`src/rtl/fpdiv_pkg.sv`:
```
// Shared types and defaults for the iterative fixed-point divider.
// State encoding is shared with the iterative multiplier control.
package fpdiv_pkg;

  typedef enum logic [1:0] {
    IDLE = 2'd0,
    CALC = 2'd1,
    DONE = 2'd2
  } state_e;

  localparam int unsigned N_DEF    = 32;
  localparam int unsigned D_DEF    = 16;
  localparam bit          SIGN_DEF = 1'b1;

endpackage

```
`src/rtl/fpdiv_datapath.sv`:
```
// Restoring-divider datapath: magnitudes, remainder, quotient, trial subtract.
// Ports: load_i latches operands, step_i retires one quotient bit;
// c_o/dbz_o/ovf_o are the signed, saturated result decoded from registers.
module fpdiv_datapath
  import fpdiv_pkg::*;
#(
  parameter int unsigned n    = N_DEF,
  parameter int unsigned d    = D_DEF,
  parameter bit          sign = SIGN_DEF
) (
  input  logic         clk,
  input  logic         reset,
  input  logic         load_i,
  input  logic         step_i,
  input  logic [n-1:0] a_i,
  input  logic [n-1:0] b_i,
  output logic [n-1:0] c_o,
  output logic         dbz_o,
  output logic         ovf_o
);

  localparam int unsigned W = n + d;

  localparam logic [W:0] LIM_U = (W+1)'((65'd1 << n) - 65'd1);
  localparam logic [W:0] LIM_P = (W+1)'((65'd1 << (n-1)) - 65'd1);
  localparam logic [W:0] LIM_N = (W+1)'(65'd1 << (n-1));

  localparam logic [n-1:0] SAT_MAX = {1'b0, {(n-1){1'b1}}};
  localparam logic [n-1:0] SAT_MIN = {1'b1, {(n-1){1'b0}}};
  localparam logic [n-1:0] SAT_ONE = {n{1'b1}};

  logic         sa_q, sb_q, dbz_q;
  logic [n-1:0] bm_q;
  logic [W-1:0] dv_q;
  logic [W-1:0] quo_q;
  logic [n:0]   rem_q;

  logic         sa_in, sb_in;
  logic [n-1:0] am_in, bm_in;
  logic [n:0]   rem_sh, bx, diff;
  logic         ge;

  always_comb begin
    sa_in = sign & a_i[n-1];
    sb_in = sign & b_i[n-1];
    am_in = sa_in ? (~a_i + 1'b1) : a_i;
    bm_in = sb_in ? (~b_i + 1'b1) : b_i;
  end

  // rem_q[n] set means the shifted remainder already exceeds any n-bit |b|
  always_comb begin
    rem_sh = {rem_q[n-1:0], dv_q[W-1]};
    bx     = {1'b0, bm_q};
    ge     = rem_q[n] | (rem_sh >= bx);
    diff   = rem_sh - bx;
  end

  always_ff @(posedge clk) begin
    if (reset) begin
      sa_q  <= 1'b0;
      sb_q  <= 1'b0;
      dbz_q <= 1'b0;
      bm_q  <= '0;
      dv_q  <= '0;
      quo_q <= '0;
      rem_q <= '0;
    end else if (load_i) begin
      sa_q  <= sa_in;
      sb_q  <= sb_in;
      dbz_q <= (b_i == '0);
      bm_q  <= bm_in;
      dv_q  <= W'(am_in) << d;
      quo_q <= '0;
      rem_q <= '0;
    end else if (step_i) begin
      dv_q  <= dv_q << 1;
      rem_q <= ge ? diff : rem_sh;
      quo_q <= {quo_q[W-2:0], ge};
    end
  end

  logic       neg;
  logic [W:0] qx, lim;

  always_comb begin
    neg = sa_q ^ sb_q;
    qx  = {1'b0, quo_q};
    lim = !sign ? LIM_U : (neg ? LIM_N : LIM_P);
  end

  // divide-by-zero takes precedence; its all-ones quotient would also overflow
  always_comb begin
    c_o   = '0;
    dbz_o = 1'b0;
    ovf_o = 1'b0;
    if (dbz_q) begin
      dbz_o = 1'b1;
      c_o   = !sign ? SAT_ONE : (sa_q ? SAT_MIN : SAT_MAX);
    end else if (qx > lim) begin
      ovf_o = 1'b1;
      c_o   = !sign ? SAT_ONE : (neg ? SAT_MIN : SAT_MAX);
    end else begin
      c_o = neg ? (~quo_q[n-1:0] + 1'b1) : quo_q[n-1:0];
    end
  end

endmodule

```
`src/rtl/fpdiv_iterative.sv`:
```
// Iterative restoring fixed-point divider, c = a / b, one bit per cycle.
// Ports: recv_val/recv_rdy/a/b operand side, send_val/send_rdy/c/dbz/ovf result side.
module fpdiv_iterative
  import fpdiv_pkg::*;
#(
  parameter int unsigned n    = N_DEF,
  parameter int unsigned d    = D_DEF,
  parameter bit          sign = SIGN_DEF
) (
  input  logic         clk,
  input  logic         reset,
  input  logic         recv_val,
  output logic         recv_rdy,
  input  logic [n-1:0] a,
  input  logic [n-1:0] b,
  output logic         send_val,
  input  logic         send_rdy,
  output logic [n-1:0] c,
  output logic         dbz,
  output logic         ovf
);

  localparam int unsigned   CW   = $clog2(n + d);
  localparam logic [CW-1:0] LAST = CW'(n + d - 1);

  state_e        state_q, state_d;
  logic [CW-1:0] cnt_q, cnt_d;
  logic          load, step;

  always_ff @(posedge clk) begin
    if (reset) begin
      state_q <= IDLE;
      cnt_q   <= '0;
    end else begin
      state_q <= state_d;
      cnt_q   <= cnt_d;
    end
  end

  always_comb begin
    state_d  = state_q;
    cnt_d    = cnt_q;
    recv_rdy = 1'b0;
    send_val = 1'b0;
    load     = 1'b0;
    step     = 1'b0;
    unique case (state_q)
      IDLE: begin
        recv_rdy = 1'b1;
        if (recv_val) begin
          load    = 1'b1;
          cnt_d   = '0;
          state_d = CALC;
        end
      end
      CALC: begin
        step  = 1'b1;
        cnt_d = cnt_q + 1'b1;
        if (cnt_q == LAST) state_d = DONE;
      end
      DONE: begin
        send_val = 1'b1;
        if (send_rdy) state_d = IDLE;
      end
      default: state_d = IDLE;
    endcase
  end

  fpdiv_datapath #(
    .n    (n),
    .d    (d),
    .sign (sign)
  ) u_dp (
    .clk    (clk),
    .reset  (reset),
    .load_i (load),
    .step_i (step),
    .a_i    (a),
    .b_i    (b),
    .c_o    (c),
    .dbz_o  (dbz),
    .ovf_o  (ovf)
  );

endmodule

```
`config.mk`:
```
export PLATFORM = sky130hd
export DESIGN_NAME = fpdiv_iterative
export DESIGN_NICKNAME = d
export VERILOG_FILES = /design/src/rtl/fpdiv_pkg.sv /design/src/rtl/fpdiv_datapath.sv /design/src/rtl/fpdiv_iterative.sv
export SDC_FILE = /design/constraint.sdc
export NUM_CORES = 1
export LEC_CHECK = 0
export BUFFER_PORTS_ARGS = -buffer_cell sky130_fd_sc_hd__buf_2
export CORE_ASPECT_RATIO = 0.6
export CORE_MARGIN = 2
export CORE_UTILIZATION = 58
export CTS_CLUSTER_SIZE = 28
export DETAILED_ROUTE_END_ITERATION = 8
export PLACE_DENSITY = 0.78
export SYNTH_ARGS = -nofsm -noshare
export SYNTH_HDL_FRONTEND = slang
export SYNTH_SLANG_ARGS = --single-unit
```
`constraint.sdc`:
```
create_clock -name clk -period 5.7 [get_ports clk]
set_input_delay 0.57 -clock clk [delete_from_list [all_inputs] [get_ports clk]]
set_output_delay 0.57 -clock clk [all_outputs]
set_load 0.1 [all_outputs]
```
Word level (Yosys, flattened, before mapping)
Index checks and enable logic that the tools add are counted.

operators by class
  mux-type cells = 25
  bitwise operators = 5
  order comparisons = 2
  reduce and logical (&&, ||, !) cells = 7
  equal/unequal tests = 6
  $add $sub $neg = 5

operators with widths
  operator                                                                count
  32-bit two-way mux                                                      8
  32-bit by 1-bit adder with 32-bit output (second input constant)        3
  48-bit two-way mux                                                      2
  32-bit NOT                                                              3
  48-bit by 49-bit > comparator with 1-bit output                         1
  33-bit by 32-bit >= comparator with 1-bit output                        1
  33-bit two-way mux                                                      1
  33-bit by 32-bit subtractor with 33-bit output                          1
  32-bit zero test                                                        1
  6-bit one-hot mux with 2 select lines                                   1
  1-bit two-way mux                                                       8
  6-bit by 1-bit adder with 6-bit output (second input constant)          1
  6-bit equality test (second input constant)                             1
  2-bit two-way mux                                                       3
  6-bit two-way mux                                                       1
  2-bit inequality test (second input constant)                           3
  2-bit one-hot mux with 3 select lines                                   1
  2-bit nonzero test                                                      2
  3-bit AND reduction                                                     1
  2-bit by 1-bit equality test with 1-bit output (second input constant)  1
  2-bit equality test (second input constant)                             1
  2-bit zero test                                                         1
  2-bit AND reduction                                                     1
  2-bit OR reduction                                                      1
  other kinds (2)                                                         2

storage, ports and cells
  input port bits = 68
  word-level logic and storage cells = 59
  register bits after elaboration = 156
  output and inout bits = 36

Logic depth before layout (Yosys ltp)
Gate-level depths: netlist of the first run.

  word-level depth = 5
  gate-level depth with buffers = 14
  mapped depth without buffers = 12

Modules after synthesis
Synthesis of the first run repeated with hierarchy kept, for this count alone.

second synthesis, totals
  cell total of the unflattened synthesis = 1,488
  area, all modules = 11,551.1 µm²

modules (own cells, without submodules)
  module           seq. area each (µm²)  instances  area an instance (µm²)  cells an instance
  fpdiv_datapath   2,962.8               1          11,157.0                1,443
  fpdiv_iterative  160.2                 1          394.1                   45

Least setup slack after synthesis of the first run
No wires, ideal clock.

  path kind = register to output
  start = register u_dp.sb_q
  end = output c[26]
  data arrival time = 6,208 ps
  path buffers = 2
  slack = -1,078 ps
  stages on the path, launching flop included = 13
  required time = 5,130 ps
  cell sequence = dfxtp_1 nand2b_1 nand2_1 clkbuf_1 ha_1 a21o_1 a2111oi_0 o211ai_1 a31oi_1 nor3_1 a221o_1 clkbuf_1 a211oi_1

between the ends
  word-level cells in the longest chain between the ends = 5
  elaborated cells on any way between the ends = 7
  those cells by class = order compare (1); mux (5); bitwise (1)

RTL lines
  element                                          line                                         source
  start, declared                                  fpdiv_datapath.sv:32                         logic sa_q, sb_q, dbz_q;
  start signal, assigned                           fpdiv_datapath.sv:69                         sb_q <= sb_in;
  1-bit XOR (*)                                    fpdiv_datapath.sv:86                         neg = sa_q ^ sb_q;
  32-bit two-way mux                               fpdiv_datapath.sv:88, fpdiv_datapath.sv:101
  48-bit by 49-bit > comparator with 1-bit output  fpdiv_datapath.sv:99                         end else if (qx > lim) begin
  32-bit two-way mux (*)                           fpdiv_datapath.sv:99
  32-bit two-way mux (*)                           fpdiv_datapath.sv:96                         if (dbz_q) begin
  end, declared                                    fpdiv_iterative.sv:18                        output logic [n-1:0] c,

Mark *: on every way between the ends. The rest lies on a longest branch, timed or not.

Worst setup path in the final report of the first run
  start = register u_dp.sa_q
  end = output c[26]

between the ends
  word-level cells in the longest chain between the ends = 5
  elaborated cells on any way between the ends = 8
  those cells by class = order compare (1); mux (6); bitwise (1)

RTL lines
  element                                          line                                         source
  start, declared                                  fpdiv_datapath.sv:32
  start signal, assigned                           fpdiv_datapath.sv:68                         sa_q <= sa_in;
  1-bit XOR                                        fpdiv_datapath.sv:86
  32-bit two-way mux                               fpdiv_datapath.sv:88, fpdiv_datapath.sv:101
  48-bit by 49-bit > comparator with 1-bit output  fpdiv_datapath.sv:99
  32-bit two-way mux                               fpdiv_datapath.sv:99
  32-bit two-way mux (*)                           fpdiv_datapath.sv:96

Marks and branches as above.

==> out/qor_table.md, run 1 <==
| Metric | This run |
| --- | --- |
| Outcome | finished, final reports clean |
| WP data required | 5130 ps |
| PD cells | 281 nW/um^2 |
| Signed area change from the synthesized netlist to the final layout | 13.0% |
| Routability congestion estimate from global placement | 0.940 |
| Synth top area share | 27.1% |
| Global-route wire length before repair | 51.5 mm |
| CP arrival | 4850 ps |
| Pin count of the biggest net entering global routing | 101 |
| Drt initial violations | 1167 |
| Global routing usage summed across all routing layers | 30.1% |
| Predominant post-synthesis flop cell | dfxtp_1 |
| Number of global-route vias before repair | 10200 |
| Distinct cell type count of the synthesized netlist | 68 |
| Portion of the post-synthesis area used by sequential elements | 27.1% |
| Final worst setup slack | 275 ps |
| Die ar. | 21100 sq um |
| Net count of the mapped netlist | 1694 |
| Overflow after GRT | 0 |
| Post-layout net count | 1706 |
| Max-cap violations | 0 |
| Wire length per cell | 17.0 um |
| Fill count | 1609 |
| Root buffer cell | clkbuf_16 |
| Static leakage | 5.19 nW |
| Largest fanout on the critical path | 30 |
| Maximum level of the CTS H-tree | 4 |
| Highest clock rate | 184 MHz |
| Vias after detailed routing | 11400 |
| Minimum clock period after layout | 5420 ps |
| Floorplan core area | 19300 sq um |
| TritonCTS clock tree | yes |
| Non-filler cells, final | 1848 |
| Final HPWL DP | 22.6 mm |
| Insertion delay to the later sink of the worst-skew pair | 440 ps |
| Top routing layer used | met4 |
| Final core area utilization | 67.6% |
| Average cell area after synthesis | 7.41 sq um |
| Die Wd | 186 um |
| Warnings, synthesis | 0 |
| CP cell instances | nand2b_1 > buf_4 > nand2_1 > buf_4 > ha_1 > a21oi_1 > o21ai_0 > a21oi_1 > nand3_1 > a31oi_1 > nor2_4 > a221o_1 > a211oi_2 > buf_12 |
| Total clock sinks | 156 |
| Count of standard-cell rows | 39 |
| Cell area after placement | 12500 sq um |
| Kind of critical path | flip-flop to primary output |
| Share of cells above drive strength 1 | 11.3% |
| Final non-filler cell area | 13000 sq um |
| Synth Register Bits | 156 |
| Tightest Hold Check Type | input port to flip-flop |
| Number of synthesized flops with an enable pin | 0 |
| Worst-case setup slack after placement | 824 ps |
| Post-route total power | 3.66 mW |
| Portion of the clock cycle consumed by the worst path in the final layout | 95.2% |
| Final-report max-slew violation count | 0 |
| Met3 WL | 2.91 mm |
| Initial antenna violation count | 2 |
| Crit path max-delay cell type | a31oi_1 |
| Cts hold-fix bufs | 0 |
| Count of final hold-check violations | 0 |
| Number of primary I/O pins | 104 |
| First-pass iteration count of the detailed router | 8 |
| Slew HR | 25.4% |
| Peak ir drop on the vdd network | 0.000260 V |
| Number of buffers added by the clock tree synthesis step | 17 |
| Vert. Die Dim | 113 um |
| Slowest cell delay on critical path | 680 ps |
| Remaining number of nets flagged by the antenna check after routing | 0 |
| Vias/cell | 6.16 |
| Amount of wire on met2 after detailed routing | 12.5 mm |
| Number of antenna repair diodes | 0 |
| CP Capture Type | primary output |
| Total Routed Length | 31.4 mm |
| Cell types with the largest area share after synthesis | dfxtp_1 (27%), ha_1 (7.4%), nand2_1 (7.3%), a21oi_1 (6.7%), nor2_1 (4.2%) |
| Pin slew with the least headroom to its limit | 1120 ps |
| Number of setup violations in the final report | 0 |
| Wire length on met1 | 15.8 mm |
| Port Buf Inserts | 103 |
| Cell count after placement | 1816 |
| Effective utilization at floorplan | 59.8% |
| Proportion of register bits with asynchronous set or reset after synthesis | 0% |
| Instance count of the mapped netlist | 1557 |
| Clk slew on worst S/H paths | 70 ps |
| Total standard cell area after synthesis | 11500 sq um |
| RSZ-0062 raised after global routing | false |
| Setup skew after layout | 10.0 ps |
| Critical Path Start Type | flip-flop |
| DRC violations left | 0 |
| Area leader, netlist | dfxtp_1 |
| Maximum buffer depth of the clock tree | 2 |
-- Yosys cell counts, types with 33 or more instances --
cell type	n
nand3_1	36
nor3_1	44
xnor2_1	42
a21oi_1	154
dfxtp_1	156
ha_1	68
clkbuf_1	99
a211oi_1	39
mux2i_1	33
xor2_1	47
inv_1	48
o21ai_0	93
nor2_1	129
nand2_1	224
-- routing by layer --
layer,global-route usage [%],vias up
li1,-,5656
met1,46.3,5268
met2,41.1,436
met3,8.59,27
met4,5.93,0
met5,0,-
-- final timing paths --
kind,startpoint,end,slack [ps],cells after the start
max reg2reg,u_dp.bm_q[16],u_dp.rem_q[0],1580,11
max,u_dp.sa_q,c[26],280,14
min reg2reg,u_dp.quo_q[47],u_dp.quo_q[47],470,2
min,a[0],u_dp.dv_q[16],410,3
-- state kept, by name, summed over array words and instances (netlist names) --
signal	cells
u_dp.rem_q	33
u_dp.dv_q	32
cnt_q	6
u_dp.quo_q	48
u_dp.dbz_q	1
u_dp.sb_q	1
u_dp.sa_q	1
state_q	2
u_dp.bm_q	32
-- layout make-up --
class / count / area (sq um) / share of cell area (%)
clock buffer: 17 / 425 / 3.26
clock inverter: 15 / 136 / 1.05
inverter: 48 / 180 / 1.38
multi-input combinational: 1229 / 7750 / 59.5
sequential: 156 / 3120 / 24.0
tap: 266 / 333 / 2.55
timing repair buffer: 117 / 1090 / 8.33
-- per-stage QoR --
stage                     TNS [ps]  hold WS [ps]
after global placement           0           445
after global routing             0           434
after floorplan               -999           434
after CTS                        0           400
final                            0           414
after detailed placement         0           458
-- critical path, delay by kind of cell, from the launching register on --
kind | cells | cell delay, ps
AOI/OAI and AO/OA | 6 | 2010
buffers and inverters | 3 | 820
and+or+nand+nor | 4 | 760
DFF | 1 | 450
adders and majority gates | 1 | 350
-- logic make-up (layout without fill, tap and decap cells) --
kind of cell               Yosys count  after routing  share of synthesized area [%]
and+or+nand+nor                    566            566                           23.0
AOI/OAI and AO/OA                  469            469                           26.3
buffers and inverters              172            197                           6.12
DFF                                156            156                           27.1
xor gates and xnor gates            89             89                           6.76
adders and majority gates           69             69                           7.55
muxes                               36             36                           3.16
-- where the power goes --
group,internal (mW),leakage [nW],switching (mW)
clock,0.572,0.272,0.514
combinational,0.501,3.64,0.840
sequential,1.17,1.27,0.0609
-- cells in the final DEF, fill, tap and decap left out, drive strengths merged, types with 16 or more instances in the layout --
master,n
a211oi,39
a21oi,154
buf,117
o31ai,22
nor2,129
nor3,44
o32a,17
inv,53
nand3,36
clkbuf,17
nand4,16
nand2,224
o21ai,94
o211ai,26
a311oi,25
nand2b,18
a21o,20
dfxtp,156
xor2,47
mux2i,33
nor4,16
xnor2,42
ha,68
-- timing repair --
action	4_1_cts	5_1_grt
buffers inserted	0	0
gates resized for setup	0	1
endpoints found under the hold margin	0	0
setup endpoints to repair	0	2
(Power assumes the default switching activity.)
==> run 2, diff against run 1 <==
--- a/config.mk
+++ b/config.mk
@@ -14,4 +14,5 @@
 export PLACE_DENSITY = 0.78
 export SYNTH_ARGS = -nofsm -noshare
 export SYNTH_HDL_FRONTEND = slang
+export SYNTH_HIERARCHICAL = 1
 export SYNTH_SLANG_ARGS = --single-unit
==> run 2 against run 1 <==
Compared with the run above:
- worst hold slack better by 33 ps
- fmax is 3.9% higher
- wire length is 0.85% higher
- non-clock buffer count is 2 lower
- clock skew is 2.7 ps lower
- count of clock-buffer cells in the layout is 3 higher
- clock power hardly changed
- largest cell class unchanged
==> out/qor_table.md, run 2 <==
| Metric | This run |
| --- | --- |
| Synth Register Bits | 156 |
| Post-route total power | 3.49 mW |
| Net count of the mapped netlist | 1623 |
| Vias/cell | 6.33 |
| Internal Power | 2.24 mW |
| Final non-filler cell area | 12800 sq um |
| TritonCTS clock tree | yes |
| Kind of critical path | flip-flop to primary output |
| Sequential cell area | 3120 sq um |
| Setup total negative slack | 0 ps |
| Portion of the post-synthesis area used by sequential elements | 27.0% |
| Number of global-route vias before repair | 10000 |
| Outcome | finished, final reports clean |
| Dominant cell by count in the synthesized netlist | nor2_1 |
| Remaining number of nets flagged by the antenna check after routing | 0 |
| Global routing usage summed across all routing layers | 30.0% |
| First-pass iteration count of the detailed router | 8 |
| CP cell instances | inv_1 > nand2_1 > and2_1 > inv_1 > buf_4 > ha_1 > nand4_1 > or2_2 > o21bai_1 > a311oi_1 > o21ai_0 > a31oi_2 > buf_4 > o21ai_0 > o211ai_1 > buf_2 |
| Slew HR | 29.5% |
| Share of total power in sequential cells | 34.3% |
| Commonest non-fill, non-tap cell in the layout | nor2_1 |
| Cts hold-fix bufs | 0 |
| Final HPWL DP | 22.3 mm |
| Final-report max-slew violation count | 0 |
| Die ar. | 21100 sq um |
| Pin slew with the least headroom to its limit | 1050 ps |
| Maximum level of the CTS H-tree | 4 |
| Predominant post-synthesis flop cell | dfxtp_1 |
| Insertion delay to the later sink of the worst-skew pair | 430 ps |
| Max-cap violations | 0 |
| Largest fanout on the critical path | 37 |
| Vias after detailed routing | 11300 |
| Number of synthesized flops with an enable pin | 0 |
| Average cell area after synthesis | 7.76 sq um |
| Pin count of the biggest net entering global routing | 175 |
| Crit path max-delay cell type | dfxtp_1 |
| Minimum clock period after layout | 5220 ps |
| Maximum buffer depth of the clock tree | 2 |
| Clk slew on worst S/H paths | 60 ps |
| Worst-case setup slack after placement | 1050 ps |
| Switching fraction of total power | 35.8% |
| Fill count | 1640 |
| Static leakage | 5.47 nW |
| Clk pwr share | 31.6% |
| Peak ir drop on the vdd network | 0.000234 V |
| Commonest cells after routing, fill and taps aside | nor2_1 (157), dfxtp_1 (156), o21ai_0 (116) |
| Combinational share of power | 34.1% |
| Number of primary I/O pins | 104 |
| Root buffer cell | clkbuf_16 |
| RSZ-0062 raised after global routing | false |
| Portion of the clock cycle consumed by the worst path in the final layout | 91.6% |
| Number of post-CTS setup repair buffers | 0 |
| Proportion of register bits with asynchronous set or reset after synthesis | 0% |
| Setup skew after layout | 7.30 ps |
| CP Capture Type | primary output |
| Wire length per cell | 17.7 um |
| Synth top area share | 27.0% |
| Signed area change from the synthesized netlist to the final layout | 10.5% |
| Distinct cell type count of the synthesized netlist | 74 |
| Vert. Die Dim | 113 um |
| Multi-input gate area in the final layout | 7800 sq um |
| Warnings, synthesis | 6 |
| Share of cells above drive strength 1 | 11.4% |
| Flip-flop count of the largest register, all copies and words added | 48 |
| Tightest Hold Check Type | input port to flip-flop |
| PD cells | 273 nW/um^2 |
| Total clock sinks | 156 |
| Initial antenna violation count | 0 |
| Critical Path Start Type | flip-flop |
| Total Routed Length | 31.7 mm |
| Slowest cell delay on critical path | 500 ps |
| Instance count of the mapped netlist | 1488 |
| Port Buf Inserts | 103 |
| Effective utilization at floorplan | 59.9% |
| Number of buffers added by the clock tree synthesis step | 17 |
| Highest clock rate | 192 MHz |
| Final worst setup slack | 479 ps |
| Count of standard-cell rows | 39 |
| Routability congestion estimate from global placement | 0.970 |
| CP arrival | 4650 ps |
| WP data required | 5130 ps |
| # resized after CTS | 0 |
| Die Wd | 186 um |
| Cell types with the largest area share after synthesis | dfxtp_1 (27%), ha_1 (7.1%), mux2i_1 (6.9%), a211oi_1 (6.9%), nor2_1 (5.1%) |
| Largest reg by FF count | u_dp/quo_q |
| Total standard cell area after synthesis | 11600 sq um |
| Most instantiated cells after synthesis | nor2_1 (157), dfxtp_1 (156), o21ai_0 (116), a211oi_1 (106) |
| Global-route wire length before repair | 51.3 mm |
| Final core area utilization | 66.2% |
| Top flop regs | u_dp/quo_q x48, u_dp/rem_q x33 |
| Power spent charging and discharging nets | 1.25 mW |
| Post-layout net count | 1645 |
| Area leader, netlist | dfxtp_1 |
| Number of antenna repair diodes | 0 |
| DRC violations left | 0 |
| Cell area after placement | 12200 sq um |
| Overflow after GRT | 0 |
| Floorplan core area | 19300 sq um |
| Drt initial violations | 1264 |
| Count of final hold-check violations | 0 |
| Number of setup violations in the final report | 0 |
run 2: cell types whose count changed after synthesis, moves of 23 or more:
cell / previous run / this run
o21ai_0: 93 / 116
nor2b_1: 13 / 39
nand2_1: 224 / 100
a211oi_1: 39 / 106
a21oi_1: 154 / 93
nor2_1: 129 / 157
mux2i_1: 33 / 80
run 2: metal layers:
layer | routed length [um] | track usage [%] | vias up
met5 | 0 | 0 | -
met1 | 15500 | 45.8 | 5280
met2 | 12700 | 41.5 | 523
met4 | 388 | 6.46 | 0
met3 | 3120 | 8.01 | 37
li1 | - | - | 5480
run 2: layout make-up:
type / instances / area share (%)
clock buffers: 20 / 3.50
clock inverters: 11 / 0.941
multi-input cells: 1161 / 61.1
inverters: 59 / 1.74
flip-flops and latches: 156 / 24.5
repair buffers: 115 / 5.66
well taps: 266 / 2.61
run 2: critical path, delay by kind of cell (launching register included):
kind	cells	cell delay [ps]
adder cells (fa/ha/maj)	1	310
flip-flops	1	500
buffers and inverters	5	1520
AND/OR/NAND/NOR	4	680
AO/OA/AOI/OAI	6	1190
run 2: cells by family (layout without fill, tap and decap cells):
| family | Yosys count | after routing | share of synthesized area (%) |
|---|---|---|---|
| compound gates | 467 | 467 | 26.7 |
| simple gates | 462 | 462 | 20.0 |
| buf+inv | 171 | 205 | 5.61 |
| flops | 156 | 156 | 27.0 |
| xor+xnor | 85 | 85 | 6.45 |
| mux | 80 | 80 | 6.93 |
| fa+ha+maj | 67 | 67 | 7.32 |
run 2: path summary, 6_finish.rpt:
check / startpoint / to / slack [ps] / cells past startpoint
worst min register to register: u_dp/bm_q[6] / u_dp/bm_q[6] / 480 / 2
worst min-delay path: b[30] / u_dp/bm_q[30] / 450 / 3
worst max-delay path: u_dp/sa_q / c[23] / 480 / 16
worst max register to register: u_dp/bm_q[6] / u_dp/rem_q[25] / 1760 / 12
run 2: per-stage QoR:
stage / cells / hold slack, ps
after floorplan: 1488 / 420
after global placement: 1757 / 439
after detailed placement: 1757 / 467
after CTS: 1788 / 435
after global routing: 1788 / 435
final: 1788 / 447
run 2: power groups by stage:
stage	Clock [mW]	Sequential [mW]	Combinational, mW
final	1.10	1.20	1.19
after global routing	1.17	1.20	1.28
after CTS	1.12	1.19	1.15
after detailed placement	0	1.22	1.14
after global placement	0	1.22	1.12
after floorplan	0	1.20	0.879
